==> src/rtl/rv32i_mem_stage.sv <==
// rv32i_mem_stage: MEM pipeline stage of the RV32I core.
// Passes ALU results through and runs loads/stores on a req/ack data port.
module rv32i_mem_stage #(
    parameter int ADDR_W  = 32,
    parameter int TIMEOUT = 255
) (
    input  logic              clk,
    input  logic              reset,
    input  logic              in_valid,
    input  logic              flush,
    input  logic              wb_en_in,
    input  logic [31:0]       pc_in,
    input  logic [31:0]       iw_in,
    input  logic [31:0]       alu_in,
    input  logic [31:0]       rs2_in,
    output logic              stall_out,
    output logic              mem_req,
    output logic              mem_we,
    output logic [ADDR_W-1:0] mem_addr,
    output logic [31:0]       mem_wdata,
    output logic [3:0]        mem_be,
    input  logic              mem_ack,
    input  logic [31:0]       mem_rdata,
    output logic              out_valid,
    output logic              wb_en_out,
    output logic [31:0]       pc_out,
    output logic [31:0]       iw_out,
    output logic [31:0]       alu_out,
    output logic              misalign_out,
    output logic              bus_err_out
);

    typedef enum logic {
        IDLE,
        BUSY
    } state_t;

    localparam logic [6:0]  OP_LOAD  = 7'b0000011;
    localparam logic [6:0]  OP_STORE = 7'b0100011;
    localparam logic [15:0] TO_LAST  = 16'(TIMEOUT - 1);

    state_t      state;
    state_t      state_nxt;

    logic [31:0] c_pc;
    logic [31:0] c_iw;
    logic [31:0] c_alu;
    logic [31:0] c_rs2;
    logic        c_wb;
    logic        c_flush;
    logic [15:0] cnt;

    logic        in_load;
    logic        in_store;
    logic        in_mem;
    logic        in_bad;

    logic        c_store;
    logic [2:0]  c_f3;
    logic [1:0]  c_off;
    logic        fl;
    logic        to_hit;
    logic [31:0] rsh;
    logic [31:0] ld_data;

    // Unsupported funct3 encodings are reported the same way as a bad offset.
    function automatic logic bad_access(
        input logic       st,
        input logic [2:0] f3,
        input logic [1:0] off
    );
        logic r;
        r = 1'b1;
        if (st) begin
            case (f3)
                3'd0:    r = 1'b0;
                3'd1:    r = off[0];
                3'd2:    r = |off;
                default: r = 1'b1;
            endcase
        end else begin
            case (f3)
                3'd0, 3'd4: r = 1'b0;
                3'd1, 3'd5: r = off[0];
                3'd2:       r = |off;
                default:    r = 1'b1;
            endcase
        end
        return r;
    endfunction

    assign in_load  = (iw_in[6:0] == OP_LOAD);
    assign in_store = (iw_in[6:0] == OP_STORE);
    assign in_mem   = in_load | in_store;
    assign in_bad   = bad_access(in_store, iw_in[14:12], alu_in[1:0]);

    assign c_store  = (c_iw[6:0] == OP_STORE);
    assign c_f3     = c_iw[14:12];
    assign c_off    = c_alu[1:0];
    assign fl       = c_flush | flush;
    assign to_hit   = (cnt == TO_LAST);
    assign rsh      = mem_rdata >> {c_off, 3'b000};

    // Load data extraction: lane shift then sign/zero extension.
    always_comb begin
        ld_data = rsh;
        case (c_f3)
            3'd0:    ld_data = {{24{rsh[7]}}, rsh[7:0]};
            3'd1:    ld_data = {{16{rsh[15]}}, rsh[15:0]};
            3'd4:    ld_data = {24'h0, rsh[7:0]};
            3'd5:    ld_data = {16'h0, rsh[15:0]};
            default: ld_data = rsh;
        endcase
    end

    // State register.
    always_ff @(posedge clk) begin
        if (reset) begin
            state <= IDLE;
        end else begin
            state <= state_nxt;
        end
    end

    // Next state and bus-side outputs; the bus is idle outside BUSY.
    always_comb begin
        state_nxt = state;
        mem_req   = 1'b0;
        mem_we    = 1'b0;
        mem_addr  = '0;
        mem_wdata = '0;
        mem_be    = 4'b0000;
        stall_out = 1'b0;
        unique case (state)
            IDLE: begin
                if (in_valid && !flush && in_mem && !in_bad) begin
                    state_nxt = BUSY;
                end
            end
            BUSY: begin
                mem_req   = 1'b1;
                mem_we    = c_store;
                mem_addr  = {c_alu[ADDR_W-1:2], 2'b00};
                stall_out = ~mem_ack;
                mem_be    = 4'b1111;
                mem_wdata = c_rs2;
                unique case (1'b1)
                    (c_store && c_f3 == 3'd0): begin
                        mem_wdata = {4{c_rs2[7:0]}};
                        mem_be    = 4'(4'b0001 << c_off);
                    end
                    (c_store && c_f3 == 3'd1): begin
                        mem_wdata = {2{c_rs2[15:0]}};
                        mem_be    = 4'(4'b0011 << c_off);
                    end
                    default: begin
                        mem_wdata = c_rs2;
                        mem_be    = 4'b1111;
                    end
                endcase
                if (mem_ack || to_hit) begin
                    state_nxt = IDLE;
                end
            end
            default: state_nxt = IDLE;
        endcase
    end

    // Capture registers, timeout counter and write-back outputs.
    always_ff @(posedge clk) begin
        if (reset) begin
            c_pc         <= '0;
            c_iw         <= '0;
            c_alu        <= '0;
            c_rs2        <= '0;
            c_wb         <= 1'b0;
            c_flush      <= 1'b0;
            cnt          <= '0;
            out_valid    <= 1'b0;
            wb_en_out    <= 1'b0;
            pc_out       <= '0;
            iw_out       <= '0;
            alu_out      <= '0;
            misalign_out <= 1'b0;
            bus_err_out  <= 1'b0;
        end else begin
            unique case (state)
                IDLE: begin
                    out_valid <= 1'b0;
                    wb_en_out <= 1'b0;
                    if (in_valid && !flush) begin
                        misalign_out <= 1'b0;
                        bus_err_out  <= 1'b0;
                        if (!in_mem) begin
                            out_valid <= 1'b1;
                            wb_en_out <= wb_en_in;
                            pc_out    <= pc_in;
                            iw_out    <= iw_in;
                            alu_out   <= alu_in;
                        end else if (in_bad) begin
                            out_valid    <= 1'b1;
                            misalign_out <= 1'b1;
                            pc_out       <= pc_in;
                            iw_out       <= iw_in;
                            alu_out      <= alu_in;
                        end else begin
                            c_pc    <= pc_in;
                            c_iw    <= iw_in;
                            c_alu   <= alu_in;
                            c_rs2   <= rs2_in;
                            c_wb    <= wb_en_in;
                            c_flush <= 1'b0;
                            cnt     <= '0;
                        end
                    end
                end
                BUSY: begin
                    out_valid <= 1'b0;
                    wb_en_out <= 1'b0;
                    if (flush) begin
                        c_flush <= 1'b1;
                    end
                    if (mem_ack) begin
                        out_valid <= ~fl;
                        pc_out    <= c_pc;
                        iw_out    <= c_iw;
                        if (c_store) begin
                            alu_out <= c_alu;
                        end else begin
                            alu_out   <= ld_data;
                            wb_en_out <= c_wb & ~fl;
                        end
                    end else if (to_hit) begin
                        out_valid   <= ~fl;
                        bus_err_out <= 1'b1;
                        pc_out      <= c_pc;
                        iw_out      <= c_iw;
                        alu_out     <= c_alu;
                    end else begin
                        cnt <= cnt + 16'd1;
                    end
                end
                default: begin
                    out_valid <= 1'b0;
                    wb_en_out <= 1'b0;
                end
            endcase
        end
    end

endmodule

==> config.mk <==
export PLATFORM = sky130hd
export DESIGN_NAME = rv32i_mem_stage
export DESIGN_NICKNAME = d
export VERILOG_FILES = /design/src/rtl/rv32i_mem_stage.sv
export SDC_FILE = /design/constraint.sdc
export NUM_CORES = 1
export LEC_CHECK = 0
export ABC_AREA = 1
export CORE_ASPECT_RATIO = 2
export CORE_MARGIN = 1
export CORE_UTILIZATION = 47
export CTS_BUF_LIST = sky130_fd_sc_hd__clkbuf_8
export DETAILED_ROUTE_END_ITERATION = 10
export PLACE_DENSITY = 0.78
export SYNTH_ARGS = -nofsm -noshare
export SYNTH_HDL_FRONTEND = slang
export SYNTH_SLANG_ARGS = --single-unit
==> constraint.sdc <==
create_clock -name clk -period 1.9 [get_ports clk]
set_input_delay 0.38 -clock clk [delete_from_list [all_inputs] [get_ports clk]]
set_output_delay 0.38 -clock clk [all_outputs]
set_load 0.01 [all_outputs]
==> qor.csv, run 1 <==
stage;metric;value;unit
power;Max VDD drop;575;uV
global_route;first-pass GRT wire length;69.9;mm
floorplan;die width;117;um
layout;most frequent cells in the layout;nand2_1 (542), nor2_1 (324), clkdlybuf4s50_1 (246);
global_route;global route hottest layer;met2;
detailed_routing;DRT Wirelength;46.5;mm
synth;Syn Std Cell Area;12400;um2
detailed_routing;Pre-antenna DRT Iters;6;
synth;syn avg cell area;6.17;um2
clock_tree;CTS Root Cell;clkbuf_8;
detailed_routing;Iteration-0 DRC Markers;962;
global_route;vias in the first global route;13800;
detailed_routing;DR vias/cell;5.14;
layout;Layout Nets;2609;
synth;post-synthesis sequential area ratio;39.9;%
layout;fin util;71.8;%
clock_tree;# clock sinks;247;
clock_tree;Reg clk slew, reported paths;0.07;ns
power;PwrDens;632;nW/um2
global_route;initial antenna violation count;5;
timing;Rel. slew slack;52.8;%
job;max capacitance violation total;0;
floorplan;Boundary Pins;337;
detailed_routing;DR vias;14400;
timing;clk_skew;0.0164;ns
clock_tree;Hold-fix buffers, CTS;0;
clock_tree;clk_lat worst skew;0.56;ns
timing;highest clock rate;426;MHz
min_path;Hold/Removal Path Class;in -> reg;
floorplan;total die area;27000;um2
worst_setup_path;critical path arrival;1.97;ns
clock_tree;maximum root-to-sink buffer count;3;
timing;endpoints failing hold;0;
synth;Yosys reg bits;247;
layout;layout cell share with drive strength beyond 1;17.9;%
floorplan;row count;83;
global_route;met2 usage;58.1;%
place;Final GP Congestion;0.960;
timing;RSZ-0062 raised after global routing;yes;
worst_setup_path;CP Data Required Time;1.52;ns
global_route;largest net degree at the start of global routing;76;
floorplan;Die Height;232;um
layout;commonest non-fill, non-tap cell in the layout;nand2_1;
timing;period utilization;124;%
detailed_routing;drt drc;0;
run_status;failing checks;setup timing;
floorplan;Initial Util;48.1;%
power;post-layout power;11.7;mW
timing;final setup violation count;50;
timing;max-slew violation count;0;
global_route;GRT Overall Usage;33.9;%
detailed_routing;wire length per cell;16.6;um
worst_setup_path;CP max FO;17;
worst_setup_path;critical path startpoint category;register;
timing;Tmin final;2.35;ns
global_route;met1 Track Usage GR;31.7;%
floorplan;core area;25800;um2
global_route;met3 GRT Util;8.68;%
worst_setup_path;Crit Path Category;reg -> out;
power;Lkg Pwr;9.14;nW
synth;YS warnings;0;
synth;Synth cell types;32;
timing;Slew @ Worst Pin;0.708;ns
layout;area grow syn2layout;49.2;%
clock_tree;CTS tree;yes;
synth;cell count after synthesis;2008;
global_route;total gr overflow;0;
timing;final worst slack;-0.449;ns
detailed_routing;antenna-violating nets left;0;
worst_setup_path;Worst Setup End Kind;output port;
run_status;outcome;finished, violations left;
place;Detail Placement HPWL;32.6;mm
clock_tree;H-tree levels;2;
clock_tree;CTS Buf Count;37;
place;port bufs;334;
[through the flow]
step           cell area [um2]  setup slack, ns  hold WS (ns)  instances  TNS [ns]
2_1_floorplan            12400           0.0695         0.430       2009         0
3_3_place_gp             16900           -0.392         0.442       2695    -74.91
3_5_place_dp             16900           -0.395         0.445       2695    -82.69
4_1_cts                  18000           -0.518         0.348       2789    -14.45
5_1_grt                  18500           -0.531         0.338       2807    -17.30
6_report                 18500           -0.449         0.248       2809    -12.52
[area by class of cell]
type / instances / area, um2
diodes: 5 / 12.5
clock buffers: 50 / 688
clock inverters: 12 / 83.8
fillers: 2180 / 7270
inverters: 251 / 986
multi-input cells: 1386 / 6290
flip-flops and latches: 247 / 4960
well taps: 340 / 425
repair buffers: 518 / 5030
[worst max-delay path, stage by stage (launching register included)]
cell      delay, ns
dfxtp_2        0.33
nor2_2         0.11
nand3_2        0.10
inv_2          0.09
nand2_4        0.06
a21oi_4        0.15
buf_6          0.15
clkinv_8       0.09
a21oi_1        0.18
buf_2          0.15
[routing by layer]
metal	vias to the layer above	wire (um)
li1	7033	-
met1	6444	15300
met2	684	22900
met3	268	3450
met4	2	4910
met5	-	15
[cells by family after synthesis]
logic type / synth area share (%)
compound gates: 15.3
xor+xnor: 0.495
buf+inv: 12.6
flops: 39.9
fa+ha+maj: 0.202
simple gates: 31.5
other cells: 0.0303
[state kept, by name (all words and copies together), names as in the netlist, 16 cells and up]
register,cells
alu_out,32
c_alu,32
c_iw,32
c_pc,32
c_rs2,32
cnt,16
iw_out,32
pc_out,32
[worst paths after layout]
check / slack [ns] / cells after the start / to / from
worst min-delay path: 0.25 / 3 / c_iw[14] / iw_in[14]
worst max register to register: -0.04 / 13 / alu_out[21] / c_iw[2]
worst max-delay path: -0.45 / 9 / mem_wdata[15] / c_iw[2]
worst min register to register: 0.46 / 2 / c_rs2[27] / c_rs2[27]
[cell usage after synthesis, drive strengths merged]
master  count  area (um2)
or2         1        6.26
inv       250         938
nand2     586        2210
dfxtp     247        4940
o21ai     241        1210
conb        1        3.75
buf        65         387
nor3        5        25.0
xor2        7        61.3
ha          2        25.0
o211ai      3        22.5
a21oi     131         659
nand3b      2        27.5
nor2      340        1290
nand4       8        50.1
o22ai       1        6.26
clkinv      1        3.75
nand3      56         285
clkbuf     61         230
[power by group]
part	internal (mW)	total [mW]	leakage [nW]	switching, mW
clock network	2.48	4.62	0.416	2.14
logic	0.857	1.65	6.71	0.795
registers	5.32	5.41	2.01	0.0911
[what timing repair did]
item / in CTS / in global routing
gates resized for setup: 400 / 142
hold endpoints to repair: 0 / 0
setup endpoints to repair: 89 / 198
pin swaps: 8 / 15
setup buffers: 29 / 20
gates cloned: 3 / 2
No activity file was read; power rests on OpenSTA's default activity.
==> run 2, diff against run 1 <==
==> constraint.sdc (replaced) <==
create_clock -name clk -period 1.9 [get_ports clk]
set_input_delay 0.38 -clock clk [delete_from_list [all_inputs] [get_ports clk]]
set_output_delay 0.38 -clock clk [all_outputs]
set_load 0.05 [all_outputs]
==> run 2 against run 1 <==
The run still ends with setup timing left. Fmax is 4.5% lower. Register-to-register slack got worse by 0.09 ns. First-iteration DRC count increased by 27%. Clock skew up 0.0087 ns. Critical path type unchanged.
==> qor.csv, run 2 (synthesis gave the netlist of run 1 again) <==
stage;metric;value;unit;change
run_status;outcome;finished, violations left;;
run_status;failing checks;setup timing;;
job;max capacitance violation total;0;;unchanged
floorplan;Boundary Pins;337;;unchanged
timing;hold slack;0.359;ns;+0.110 ns
clock_tree;clk_lat worst skew;0.58;ns;+0.02 ns
floorplan;row count;83;;unchanged
place;Placed Cells incl. Taps;2675;;-0.74%
timing;Slew @ Worst Pin;0.568;ns;-0.140 ns
worst_setup_path;R2R setup slack;-0.13;ns;-0.09 ns
layout;number of fill cells;1937;;-11%
global_route;largest net degree at the start of global routing;69;;-9.2%
detailed_routing;DR vias/cell;5.24;;+2.1%
clock_tree;# clock sinks;247;;unchanged
detailed_routing;wire length per cell;17.6;um;+6.2%
worst_setup_path;CP max FO;6;;-11
power;Max VDD drop;745;uV;+30%
floorplan;Die Height;232;um;unchanged
timing;TNS Setup;-17.47;ns;-4.95 ns
detailed_routing;drt drc;0;;unchanged
worst_setup_path;CP Data Required Time;1.52;ns;about the same
layout;area grow syn2layout;58.8;%;
clock_tree;CTS Buf Count;37;;unchanged
place;Detail Placement HPWL;32.1;mm;-1.7%
power;Lkg Pwr;9.42;nW;+3.1%
layout;Layout Nets;2598;;-0.42%
worst_setup_path;Crit Path Category;reg -> out;;
layout;most frequent cells in the layout;nand2_1 (535), nor2_1 (328), dfxtp_1 (245);;
worst_setup_path;cell count of the worst reg-to-reg path;12;;-1
clock_tree;CTS tree;yes;;
worst_setup_path;critical path arrival;2.08;ns;+0.11 ns
power;PwrDens;626;nW/um2;-1.0%
place;port bufs;334;;unchanged
global_route;first-pass GRT wire length;72.9;mm;+4.3%
clock_tree;Reg clk slew, reported paths;0.06;ns;about the same
timing;Rel. slew slack;62.1;%;+9.3 points
detailed_routing;DRT Wirelength;49.3;mm;+6.0%
layout;layout cell share with drive strength beyond 1;21.2;%;+3.3 points
global_route;GRT Overall Usage;35.4;%;+1.5 points
layout;register area;4950;um2;-0.23%
timing;period utilization;129;%;+5.8 points
worst_setup_path;critical path startpoint category;register;;
floorplan;Initial Util;48.1;%;unchanged
timing;RSZ-0062 raised after global routing;yes;;
floorplan;die width;117;um;unchanged
layout;commonest non-fill, non-tap cell in the layout;nand2_1;;
timing;endpoints failing hold;0;;unchanged
floorplan;total die area;27000;um2;unchanged
detailed_routing;DR vias;14700;;+1.9%
timing;highest clock rate;407;MHz;-4.5%
min_path;Hold/Removal Path Class;in -> reg;;
clock_tree;Hold-fix buffers, CTS;0;;unchanged
detailed_routing;Iteration-0 DRC Markers;1220;;+27%
min_path;worst hold stages;3;;unchanged
clock_tree;maximum root-to-sink buffer count;3;;unchanged
global_route;initial antenna violation count;6;;+1
global_route;vias in the first global route;14200;;+2.7%
timing;clk_skew;0.0251;ns;+0.00867 ns
timing;final setup violation count;57;;+14%
global_route;total gr overflow;0;;unchanged
floorplan;core area;25800;um2;unchanged
timing;Tmin final;2.46;ns;+0.111 ns
timing;final worst slack;-0.560;ns;-0.111 ns
place;Final GP Congestion;0.944;;-1.7%
detailed_routing;antenna-violating nets left;0;;unchanged
detailed_routing;Pre-antenna DRT Iters;6;;unchanged
timing;max-slew violation count;0;;unchanged
clock_tree;CTS Root Cell;clkbuf_8;;
layout;Post-Layout Cell Count;2803;;-0.21%
layout;footprint of the multi-input gates;6670;um2;+5.9%
worst_setup_path;Worst Setup End Kind;output port;;
clock_tree;H-tree levels;2;;unchanged
[run 2: cell types whose count changed in the layout (fill, tap and decap cells not counted), sizes merged]
cell,change
dlygate4sd2,+33
bufinv,+1
clkinvlp,+11
diode,+1
clkbuf,-1
dlymetal6s2s,-9
buf,+46
clkdlybuf4s50,-81
clkinv,+3
bufbuf,+1
inv,-10
nand2,-1
[run 2: layout make-up]
cell class	count	share of cell area (%)
Sequential cell	247	25.2
Timing Repair Buffer	508	29.2
Multi-Input combinational cell	1385	33.9
Clock buffer	49	3.43
Inverter	251	5.38
Clock inverter	17	0.744
Tap cell	340	2.16
Antenna cell	6	0.0763
[run 2: metrics by stage]
stage | cell area [um2] | utilization (%) | total power, mW | setup slack (ns)
global route | 19700 | 76.4 | 12.7 | -0.618
CTS | 19200 | 74.6 | 12.3 | -0.593
global placement | 17600 | 68.4 | 7.51 | -0.311
detailed placement | 17600 | 68.4 | 7.53 | -0.356
floorplan | 12700 | - | 6.60 | -0.0965
finish | 19700 | 76.4 | 12.3 | -0.560
[run 2: final timing paths]
check | from | endpoint
max | c_iw[3] | mem_wdata[11]
min | pc_in[31] | c_pc[31]
max reg2reg | c_iw[3] | alu_out[3]
min reg2reg | c_iw[6] | c_iw[6]
[run 2: layer usage]
metal | global-route usage [%] | share of wire [%]
met4 | 29.8 | 9.0
met5 | 0 | 0
met1 | 34.9 | 33
met2 | 60.8 | 50
met3 | 8.58 | 8.2
[run 2: power by group]
part           leakage [nW]  switching [mW]  total [mW]  internal, mW
registers              2.01          0.0951        5.42          5.32
clock network         0.433            2.26        4.87          2.61
logic                  6.98            1.24        2.02         0.784
[run 2: worst max-delay path: stages (launching register included)]
cell	delay, ns
dfxtp_2	0.32
nor2_2	0.11
nand3_2	0.09
inv_2	0.08
nand2_4	0.07
a21oi_4	0.18
buf_6	0.15
inv_8	0.05
buf_12	0.14
a21oi_4	0.16
buf_12	0.15
[run 2: what timing repair did]
| action | CTS | global route |
|---|---|---|
| pin swaps | 9 | 12 |
| setup endpoints to repair | 104 | 119 |
| gates cloned | 9 | 1 |
| resized for setup | 196 | 83 |
| buffers inserted | 24 | 26 |
